`config.mk`:
```
export PLATFORM = sky130hd
export DESIGN_NAME = fpu_cvt_wb_flat
export DESIGN_NICKNAME = d
export VERILOG_FILES = /design/src/rtl/fpu_cvt_pkg.sv /design/src/rtl/fpu_cvt_wb_if.sv /design/src/rtl/fpu_sync_fifo.sv /design/src/rtl/fpu_cvt_wb.sv /design/src/flat_wrapper.sv
export SDC_FILE = /design/constraint.sdc
export NUM_CORES = 1
export LEC_CHECK = 0
export ABC_AREA = 1
export CAP_MARGIN = 10
export CORE_ASPECT_RATIO = 1.1
export CORE_UTILIZATION = 57
export DETAILED_ROUTE_END_ITERATION = 8
export PLACE_DENSITY = 0.8
export SLEW_MARGIN = 20
export SYNTH_ARGS = -nofsm -noshare
export SYNTH_HDL_FRONTEND = slang
export SYNTH_HIERARCHICAL = 1
export SYNTH_SLANG_ARGS = --single-unit
export TNS_END_PERCENT = 30
```
`constraint.sdc`:
```
create_clock -name CLK -period 4.04 [get_ports CLK]
set_input_delay 0.808 -clock CLK [delete_from_list [all_inputs] [get_ports CLK]]
set_output_delay 0.808 -clock CLK [all_outputs]
set_load 0.02 [all_outputs]
```
`src/rtl/fpu_cvt_pkg.sv`:
```
// Shared types for the int32->float16 converter writeback slice.
package fpu_cvt_pkg;

  localparam logic [15:0] NAN_BOX16 = 16'hFFFF;
  localparam int          RD_W      = 5;

  typedef struct packed {
    logic nv;
    logic dz;
    logic of;
    logic uf;
    logic nx;
  } fflags_t;

  typedef struct packed {
    logic [RD_W-1:0] rd;
    logic [31:0]     data;
  } wb_entry_t;

  typedef enum logic {
    IDLE,
    HOLD
  } cvt_state_t;

endpackage

```
`src/rtl/fpu_cvt_wb_if.sv`:
```
// Converter-result input stream and register-file write stream of the writeback stage.
interface fpu_cvt_wb_if #(
  parameter int REG_ADDR_W = 5
);
  logic                  in_valid;
  logic                  in_ready;
  logic [15:0]           in_result;
  logic [REG_ADDR_W-1:0] in_rd;
  logic [4:0]            in_flags;
  logic                  in_pack;

  logic                  wb_valid;
  logic                  wb_ready;
  logic [REG_ADDR_W-1:0] wb_rd;
  logic [31:0]           wb_data;

  modport master (
    output in_valid, in_result, in_rd, in_flags, in_pack, wb_ready,
    input  in_ready, wb_valid, wb_rd, wb_data
  );

  modport slave (
    input  in_valid, in_result, in_rd, in_flags, in_pack, wb_ready,
    output in_ready, wb_valid, wb_rd, wb_data
  );
endinterface

```
`src/rtl/fpu_sync_fifo.sv`:
```
// Small synchronous FIFO with flush; head reads as zero while empty.
module fpu_sync_fifo #(
  parameter int WIDTH = 37,
  parameter int DEPTH = 4
) (
  input  logic             clk,
  input  logic             rst_n,
  input  logic             flush,
  input  logic             push,
  input  logic [WIDTH-1:0] push_data,
  input  logic             pop,
  output logic [WIDTH-1:0] head_data,
  output logic             full,
  output logic             empty
);
  localparam int AW = $clog2(DEPTH);

  logic [WIDTH-1:0] mem [DEPTH];
  logic [AW-1:0]    wr_ptr_reg;
  logic [AW-1:0]    rd_ptr_reg;
  logic [AW:0]      count_reg;
  logic             do_push;
  logic             do_pop;

  assign full    = (count_reg == (AW+1)'(DEPTH));
  assign empty   = (count_reg == '0);
  assign do_push = push && !full && !flush;
  assign do_pop  = pop && !empty && !flush;

  always_ff @(posedge clk or negedge rst_n) begin
    if (!rst_n) begin
      wr_ptr_reg <= '0;
      rd_ptr_reg <= '0;
      count_reg  <= '0;
    end else if (flush) begin
      wr_ptr_reg <= '0;
      rd_ptr_reg <= '0;
      count_reg  <= '0;
    end else begin
      if (do_push) wr_ptr_reg <= wr_ptr_reg + 1'b1;
      if (do_pop)  rd_ptr_reg <= rd_ptr_reg + 1'b1;
      case ({do_push, do_pop})
        2'b10:   count_reg <= count_reg + 1'b1;
        2'b01:   count_reg <= count_reg - 1'b1;
        default: count_reg <= count_reg;
      endcase
    end
  end

  // Storage needs no reset: the head is masked to zero whenever the FIFO is empty.
  always_ff @(posedge clk) begin
    if (do_push) mem[wr_ptr_reg] <= push_data;
  end

  assign head_data = empty ? '0 : mem[rd_ptr_reg];

endmodule

```
`src/rtl/fpu_cvt_wb.sv`:
```
// Writeback stage: NaN-boxes or pairs float16 results, queues register writes, keeps sticky fflags.
module fpu_cvt_wb
  import fpu_cvt_pkg::*;
#(
  parameter int DEPTH      = 4,
  parameter int REG_ADDR_W = RD_W
) (
  input  logic          CLK,
  input  logic          nRST,
  fpu_cvt_wb_if.slave   bus,
  input  logic          flush,
  output logic [4:0]    fflags,
  input  logic          fflags_clr,
  output logic          busy
);
  typedef struct packed {
    logic [REG_ADDR_W-1:0] rd;
    logic [31:0]           data;
  } entry_t;

  cvt_state_t            state_reg;
  logic [REG_ADDR_W-1:0] hold_rd_reg;
  logic [15:0]           hold_result_reg;
  fflags_t               fflags_reg;

  entry_t push_entry;
  entry_t head_entry;
  logic   push;
  logic   accept;
  logic   fifo_full;
  logic   fifo_empty;

  assign bus.in_ready = !fifo_full && !flush;
  assign accept       = bus.in_valid && bus.in_ready;

  // The second beat of a pair lands in the upper half; its own rd is dropped.
  always_comb begin
    push       = 1'b0;
    push_entry = '0;
    if (accept) begin
      if (state_reg == HOLD) begin
        push            = 1'b1;
        push_entry.rd   = hold_rd_reg;
        push_entry.data = {bus.in_result, hold_result_reg};
      end else if (!bus.in_pack) begin
        push            = 1'b1;
        push_entry.rd   = bus.in_rd;
        push_entry.data = {NAN_BOX16, bus.in_result};
      end
    end
  end

  fpu_sync_fifo #(
    .WIDTH ($bits(entry_t)),
    .DEPTH (DEPTH)
  ) u_fifo (
    .clk       (CLK),
    .rst_n     (nRST),
    .flush     (flush),
    .push      (push),
    .push_data (push_entry),
    .pop       (bus.wb_valid && bus.wb_ready),
    .head_data (head_entry),
    .full      (fifo_full),
    .empty     (fifo_empty)
  );

  assign bus.wb_valid = !fifo_empty;
  assign bus.wb_rd    = head_entry.rd;
  assign bus.wb_data  = head_entry.data;

  always_ff @(posedge CLK or negedge nRST) begin
    if (!nRST) begin
      state_reg       <= IDLE;
      hold_rd_reg     <= '0;
      hold_result_reg <= '0;
    end else if (flush) begin
      state_reg       <= IDLE;
      hold_rd_reg     <= '0;
      hold_result_reg <= '0;
    end else if (accept) begin
      case (state_reg)
        IDLE: begin
          if (bus.in_pack) begin
            state_reg       <= HOLD;
            hold_rd_reg     <= bus.in_rd;
            hold_result_reg <= bus.in_result;
          end
        end
        HOLD: begin
          state_reg       <= IDLE;
          hold_rd_reg     <= '0;
          hold_result_reg <= '0;
        end
        default: state_reg <= IDLE;
      endcase
    end
  end

  // Clear takes priority, but a same-cycle accept still deposits its flags.
  always_ff @(posedge CLK or negedge nRST) begin
    if (!nRST) begin
      fflags_reg <= '0;
    end else if (fflags_clr) begin
      fflags_reg <= accept ? fflags_t'(bus.in_flags) : '0;
    end else if (accept) begin
      fflags_reg <= fflags_t'(fflags_reg | bus.in_flags);
    end
  end

  assign fflags = fflags_reg;
  assign busy   = (state_reg == HOLD) || !fifo_empty;

endmodule

```
`src/flat_wrapper.sv`:
```
// flat-port wrapper written by rule: the top's interface ports become plain ports
module fpu_cvt_wb_flat import fpu_cvt_pkg::*;
#(
  parameter int DEPTH      = 4,
  parameter int REG_ADDR_W = RD_W
)
  (CLK, nRST, flush, fflags, fflags_clr, busy, bus_in_valid, bus_in_result, bus_in_rd, bus_in_flags, bus_in_pack, bus_wb_ready, bus_in_ready, bus_wb_valid, bus_wb_rd, bus_wb_data);
  fpu_cvt_wb_if #(.REG_ADDR_W(REG_ADDR_W)) bus_i ();
  input  logic CLK;
  input  logic nRST;
  input  logic flush;
  output logic [4:0] fflags;
  input  logic fflags_clr;
  output logic busy;
  input wire logic [$bits(bus_i.in_valid)-1:0] bus_in_valid;
  input wire logic [$bits(bus_i.in_result)-1:0] bus_in_result;
  input wire logic [$bits(bus_i.in_rd)-1:0] bus_in_rd;
  input wire logic [$bits(bus_i.in_flags)-1:0] bus_in_flags;
  input wire logic [$bits(bus_i.in_pack)-1:0] bus_in_pack;
  input wire logic [$bits(bus_i.wb_ready)-1:0] bus_wb_ready;
  output wire logic [$bits(bus_i.in_ready)-1:0] bus_in_ready;
  output wire logic [$bits(bus_i.wb_valid)-1:0] bus_wb_valid;
  output wire logic [$bits(bus_i.wb_rd)-1:0] bus_wb_rd;
  output wire logic [$bits(bus_i.wb_data)-1:0] bus_wb_data;
  assign bus_i.in_valid = bus_in_valid;
  assign bus_i.in_result = bus_in_result;
  assign bus_i.in_rd = bus_in_rd;
  assign bus_i.in_flags = bus_in_flags;
  assign bus_i.in_pack = bus_in_pack;
  assign bus_i.wb_ready = bus_wb_ready;
  assign bus_in_ready = bus_i.in_ready;
  assign bus_wb_valid = bus_i.wb_valid;
  assign bus_wb_rd = bus_i.wb_rd;
  assign bus_wb_data = bus_i.wb_data;
  fpu_cvt_wb #(.DEPTH(DEPTH), .REG_ADDR_W(REG_ADDR_W)) u_core (.CLK(CLK), .nRST(nRST), .bus(bus_i), .flush(flush), .fflags(fflags), .fflags_clr(fflags_clr), .busy(busy));
endmodule
```
Word level (Yosys, flattened, before mapping). Memory sizes are Yosys's and may differ from the RTL's. Index checks and enable logic that the tools add are counted.

Add/subtract/negate cells: 4. Equality and inequality tests: 4. Muxes and demuxes: 30. Bitwise logic cells: 2. Reductions and logical operators: 18.

Operators with widths (count): $mux W37 (4); $mux W16 (3); $pmux W16 S2 (1); $mux W5 (6); $pmux W5 S2 (1); $mux W1 (8); $mux W2 (4); $reduce_bool A2 Y1 (4); $logic_and A1 B1 Y1 (7); $pmux W3 S2 (1); $or A5 B5 Y5 (1); $add A2 B1 Y2 const B (2); $add A3 B1 Y3 const B (1); $eq A3 B3 Y1 const B (1); $logic_not A1 Y1 (3); $logic_not A3 Y1 (1); $mux W3 (1); $ne A3 B3 Y1 const B (1); $reduce_bool A3 Y1 (1); $sub A3 B1 Y3 const B (1); $eq A2 B1 Y1 const B (1); $eq A2 B2 Y1 const B (1); $pmux W1 S2 (1); $reduce_and A2 Y1 (1); 2 further kinds (2).

Flip-flop bits (word level): 34. RAM bits: 148. Bits of input ports: 33. Output and inout bits: 45. Word-level logic and storage cells: 70. Memories: 1.

Memory list: u_core.u_fifo.mem (words 4, width 37, rd ports 1, clocked after Yosys merged registers in 0, wr ports 1, RTL line fpu_sync_fifo.sv:18) `logic [WIDTH-1:0] mem [DEPTH];`.

Longest topological paths before layout.
Depth in word-level cells: 10. Depth in mapped cells: 16. Depth with buffers taken out: 16.

Cells and area by module. Netlist, hierarchy kept.

By module, submodules not included: fpu_sync_fifo (times used 1, cells each 502, area each 6179.7 sq um, sequential area each 4619.4 sq um); fpu_cvt_wb (times used 1, cells each 282, area each 1794.2 sq um, sequential area each 675.6 sq um).

Worst setup path before layout. Ideal clock, no wire load.

Path kind: input to register. From: input port flush. To: memory u_core.u_fifo.mem[0][0], enable pin. Setup time: 431 ps. Arrival: 3096 ps. Data required time: 3609 ps. Path slack: 513 ps. Cell stages on the path: 7. Path buffers: 0. Path through: nor2_4 nand2_4 nor2_8 nand2_1 nor2_1 inv_1 nor2_1.

Longest elaborated chain between the ends: 8.

Ends and longest elaborated chain: from (decl) (RTL line flat_wrapper.sv:11) `input logic flush;`; $logic_not A1 Y1 (RTL line fpu_cvt_wb.sv:33) `assign bus.in_ready = !fifo_full && !flush;`; $logic_and A1 B1 Y1 (RTL line fpu_cvt_wb.sv:33); $logic_and A1 B1 Y1 (RTL line fpu_cvt_wb.sv:34) `assign accept = bus.in_valid && bus.in_ready;`; $mux W1 (RTL line fpu_cvt_wb.sv:40) `if (accept) begin`; net u_core.push (RTL line fpu_cvt_wb.sv:28) `logic push;`; $logic_and A1 B1 Y1 (2 in a row) (RTL line fpu_sync_fifo.sv:27) `assign do_push = push && !full && !flush;`; $mux W1 (RTL line fpu_sync_fifo.sv:52) `if (do_push) mem[wr_ptr_reg] <= push_data;`; $mux W1 (not written as such) (RTL line fpu_sync_fifo.sv:52); to (decl) (RTL line fpu_sync_fifo.sv:18).

The timed path passes the listed nets, and every way through them passes these cells.

Final worst setup path.
From: register u_core.u_fifo.rd_ptr_reg[1]. To: output port bus_wb_data[28].

Longest elaborated chain between the ends: 2.

Ends and longest elaborated chain: from (decl) (RTL line fpu_sync_fifo.sv:20) `logic [AW-1:0] rd_ptr_reg;`; from (signal assigned) (RTL line fpu_sync_fifo.sv:41) `if (do_pop) rd_ptr_reg <= rd_ptr_reg + 1'b1;`; $mem_v2 Z4 W37; $mux W37 (RTL line fpu_sync_fifo.sv:55) `assign head_data = empty ? '0 : mem[rd_ptr_reg];`; to (decl) (RTL line flat_wrapper.sv:24) `output wire logic [$bits(bus_i.wb_data)-1:0] bus_wb_data;`.

No other way between the ends.

==> results.json <==
{
  "io_pins": 78,
  "leakage_nw": 3.621,
  "clock_sinks": 182,
  "final_cell_mix": "203 x nor2_1, 148 x edfxtp_1, 115 x nand2_1",
  "place.gp.congestion": 0.8420,
  "grt_pass1_wl_um": 29500,
  "synth.avg_cell_area_um2": 10.17,
  "totalWireLength_um": 18790,
  "rsz0062_at_grt": "no",
  "fin_skew_ps": 6.030,
  "critical_path_buf_inv_count": 4,
  "synth.net_count": 822,
  "slew-limit-headroom_pct": 40.89,
  "initial_core_util_pct": 59.36,
  "slowest_delay_ps": 620,
  "track_usage_pct": 27.50,
  "ys_types": 25,
  "holdBufCountCts": 0,
  "numPortBuffers": 77,
  "drt-pass1-iter-count": 5,
  "required_ps": 3230,
  "setup_viol": 0,
  "path_cells": "buf_4 > inv_1 > buf_4 > nor2_1 > o21ai_1 > a21oi_1 > clkdlybuf4s50_1",
  "largest_reg_flops": 148,
  "tritoncts": "built",
  "cp-end-kind": "primary output",
  "worst_pin_slew_ps": 884.8,
  "timing.fmax_ghz": 0.2680,
  "dpl.hpwl_um": 11670,
  "final_common_cell": "nor2_1",
  "n_antenna_cell": 0,
  "syn_inst": 784,
  "cts.htree.levels": 4,
  "avgRoutedWirePerCell_um": 18.01,
  "ys_seq_area_share_pct": 66.41,
  "cpMostUsedCell": "buf_4",
  "root_buffer": "clkbuf_16",
  "tns_ps": 0,
  "holdCritPathClass": "flop to flop",
  "critical_path_peak_fanout": 38,
  "vias": 5938,
  "final_layout_size_suffix_gt1_share_pct": 7.218,
  "cts_buffer_depth": 2,
  "crit_slowest_cell": "clkdlybuf4s50_1",
  "area_growth_pct": 18.85,
  "cap_violations": 0,
  "clkLatencyLatePin_ps": 430,
  "grt_max_degree": 76,
  "cts_resized": 0,
  "p_per_area_mw_per_mm2": 580.7,
  "first_global_vias": 5842,
  "outcome": "finished, final reports clean",
  "die_w_um": 114.8,
  "critPathTopFamily": "buffers and inverters",
  "nNetsFinal": 884,
  "path_class": "flop to primary output",
  "cts_buffers": 17,
  "report.final.hold_viol_count": 0,
  "die_y_um": 126.1,
  "ir_drop_v": 0.0003268,
  "route.antenna.remaining_nets": 0,
  "vias_per_cell": 5.693,
  "ys_ff_latch": 182,
  "crit_path_start_kind": "flop",
  "finalWorstSetupSlack_ps": 308.1,
  "grt_overflow": 0,
  "rows": 44,
  "yosysWarningCount": 6,
  "dp_slack_ps": 772.9,
  "first_iter_violations": 985,
  "synth_area_mm2": 0.007974,
  "period_needed_ps": 3732,
  "critPathArrivalTime_ps": 2920,
  "clk_pin_slew_ps": 70,
  "drc": 0,
  "die_area_mm2": 0.01447,
  "final_max_slew_viol_count": 0,
  "antenna_found_initial": 0,
  "coreArea_mm2": 0.01343,
  "post_cts_buffers": 0,
  "period_share_pct": 92.37
}
## worst min-delay path, cell delays in order, from the launching register on
cell	delay, ps
dfrtp_1	340
nand2_1	50
nand2_1	50
## layout make-up
cell class | count | area (µm²)
clock inverters | 15 | 157.7
repair buffers | 91 | 925.9
flip-flops and latches | 182 | 5296
multi-input cells | 515 | 2295
clock buffers | 17 | 425.4
fillers | 951 | 3956
well taps | 184 | 230.2
inverters | 39 | 146.4
## per-stage QoR
step	hold WS, ps	area [µm²]	cells	utilization, %	total power [mW]
after floorplan	442.2	7974	784	-	3.232
after global placement	454.3	8894	1011	66.21	3.861
after detailed placement	458.5	8894	1011	66.21	3.904
after CTS	475.3	9477	1043	70.55	5.511
after global routing	499.0	9477	1043	70.55	5.725
final	474.9	9477	1043	70.55	5.503
## Yosys cell counts
cell type | number | area [µm²]
nor2_1 | 207 | 777.0
ha_1 | 4 | 50.05
clkbuf_1 | 7 | 26.28
buf_4 | 11 | 82.58
buf_2 | 21 | 105.1
a21boi_1 | 1 | 7.510
nor2_8 | 1 | 20.02
nand3_1 | 34 | 170.2
dfrtp_1 | 34 | 850.8
o21bai_1 | 1 | 7.510
o21ai_1 | 50 | 250.2
nor2_4 | 2 | 22.52
buf_6 | 2 | 22.52
nand2_4 | 1 | 11.26
clkbuf_2 | 4 | 20.02
edfxtp_1 | 148 | 4444
o21ai_0 | 33 | 165.2
buf_1 | 3 | 11.26
fa_1 | 1 | 20.02
nor2_2 | 2 | 12.51
xnor2_1 | 1 | 8.760
inv_2 | 5 | 18.77
nand2_1 | 115 | 431.7
inv_1 | 34 | 127.6
a21oi_1 | 62 | 310.3
## report_power, final
part / leakage, nW / total [mW] / switching [mW] / internal, mW
Combinational: 1.54 / 1.73 / 1.09 / 0.639
Clock: 0.263 / 1.61 / 0.704 / 0.911
Sequential: 1.82 / 2.16 / 0.0454 / 2.12
## logic make-up after synthesis
family                     after synthesis  share of synthesized area, %
AOI/OAI and AO/OA                      147                         9.289
adders and majority gates                5                        0.8787
xor gates and xnor gates                 1                        0.1099
buffers and inverters                   87                         5.194
and+or+nand+nor                        362                         18.12
DFF                                    182                         66.41
## routing by layer
| layer | track usage [%] | vias up | wire length [µm] |
|---|---|---|---|
| met5 | 0 | - | 0 |
| met2 | 45.78 | 320 | 9374 |
| met4 | 11.23 | 0 | 518 |
| met3 | 5.294 | 48 | 1501 |
| met1 | 35.53 | 2822 | 7392 |
| li1 | - | 2748 | - |
## path summary, 6_finish.rpt
| kind | from | end | slack, ps | cells past startpoint |
|---|---|---|---|---|
| setup / recovery | u_core/u_fifo/rd_ptr_reg[1] | bus_wb_data[28] | 310 | 7 |
| hold / removal | u_core/hold_result_reg[2] | u_core/hold_result_reg[2] | 470 | 2 |
| setup reg to reg | u_core/u_fifo/count_reg[0] | u_core/u_fifo/mem[3][3] | 1390 | 11 |
| hold reg to reg | u_core/hold_result_reg[2] | u_core/hold_result_reg[2] | 470 | 2 |
| max in group asynchronous | nRST | u_core/u_fifo/rd_ptr_reg[0] | 2910 | 2 |
| min in group asynchronous | nRST | u_core/fflags[4] | 780 | 2 |
Note: power is estimated with default switching activity, not from simulation.
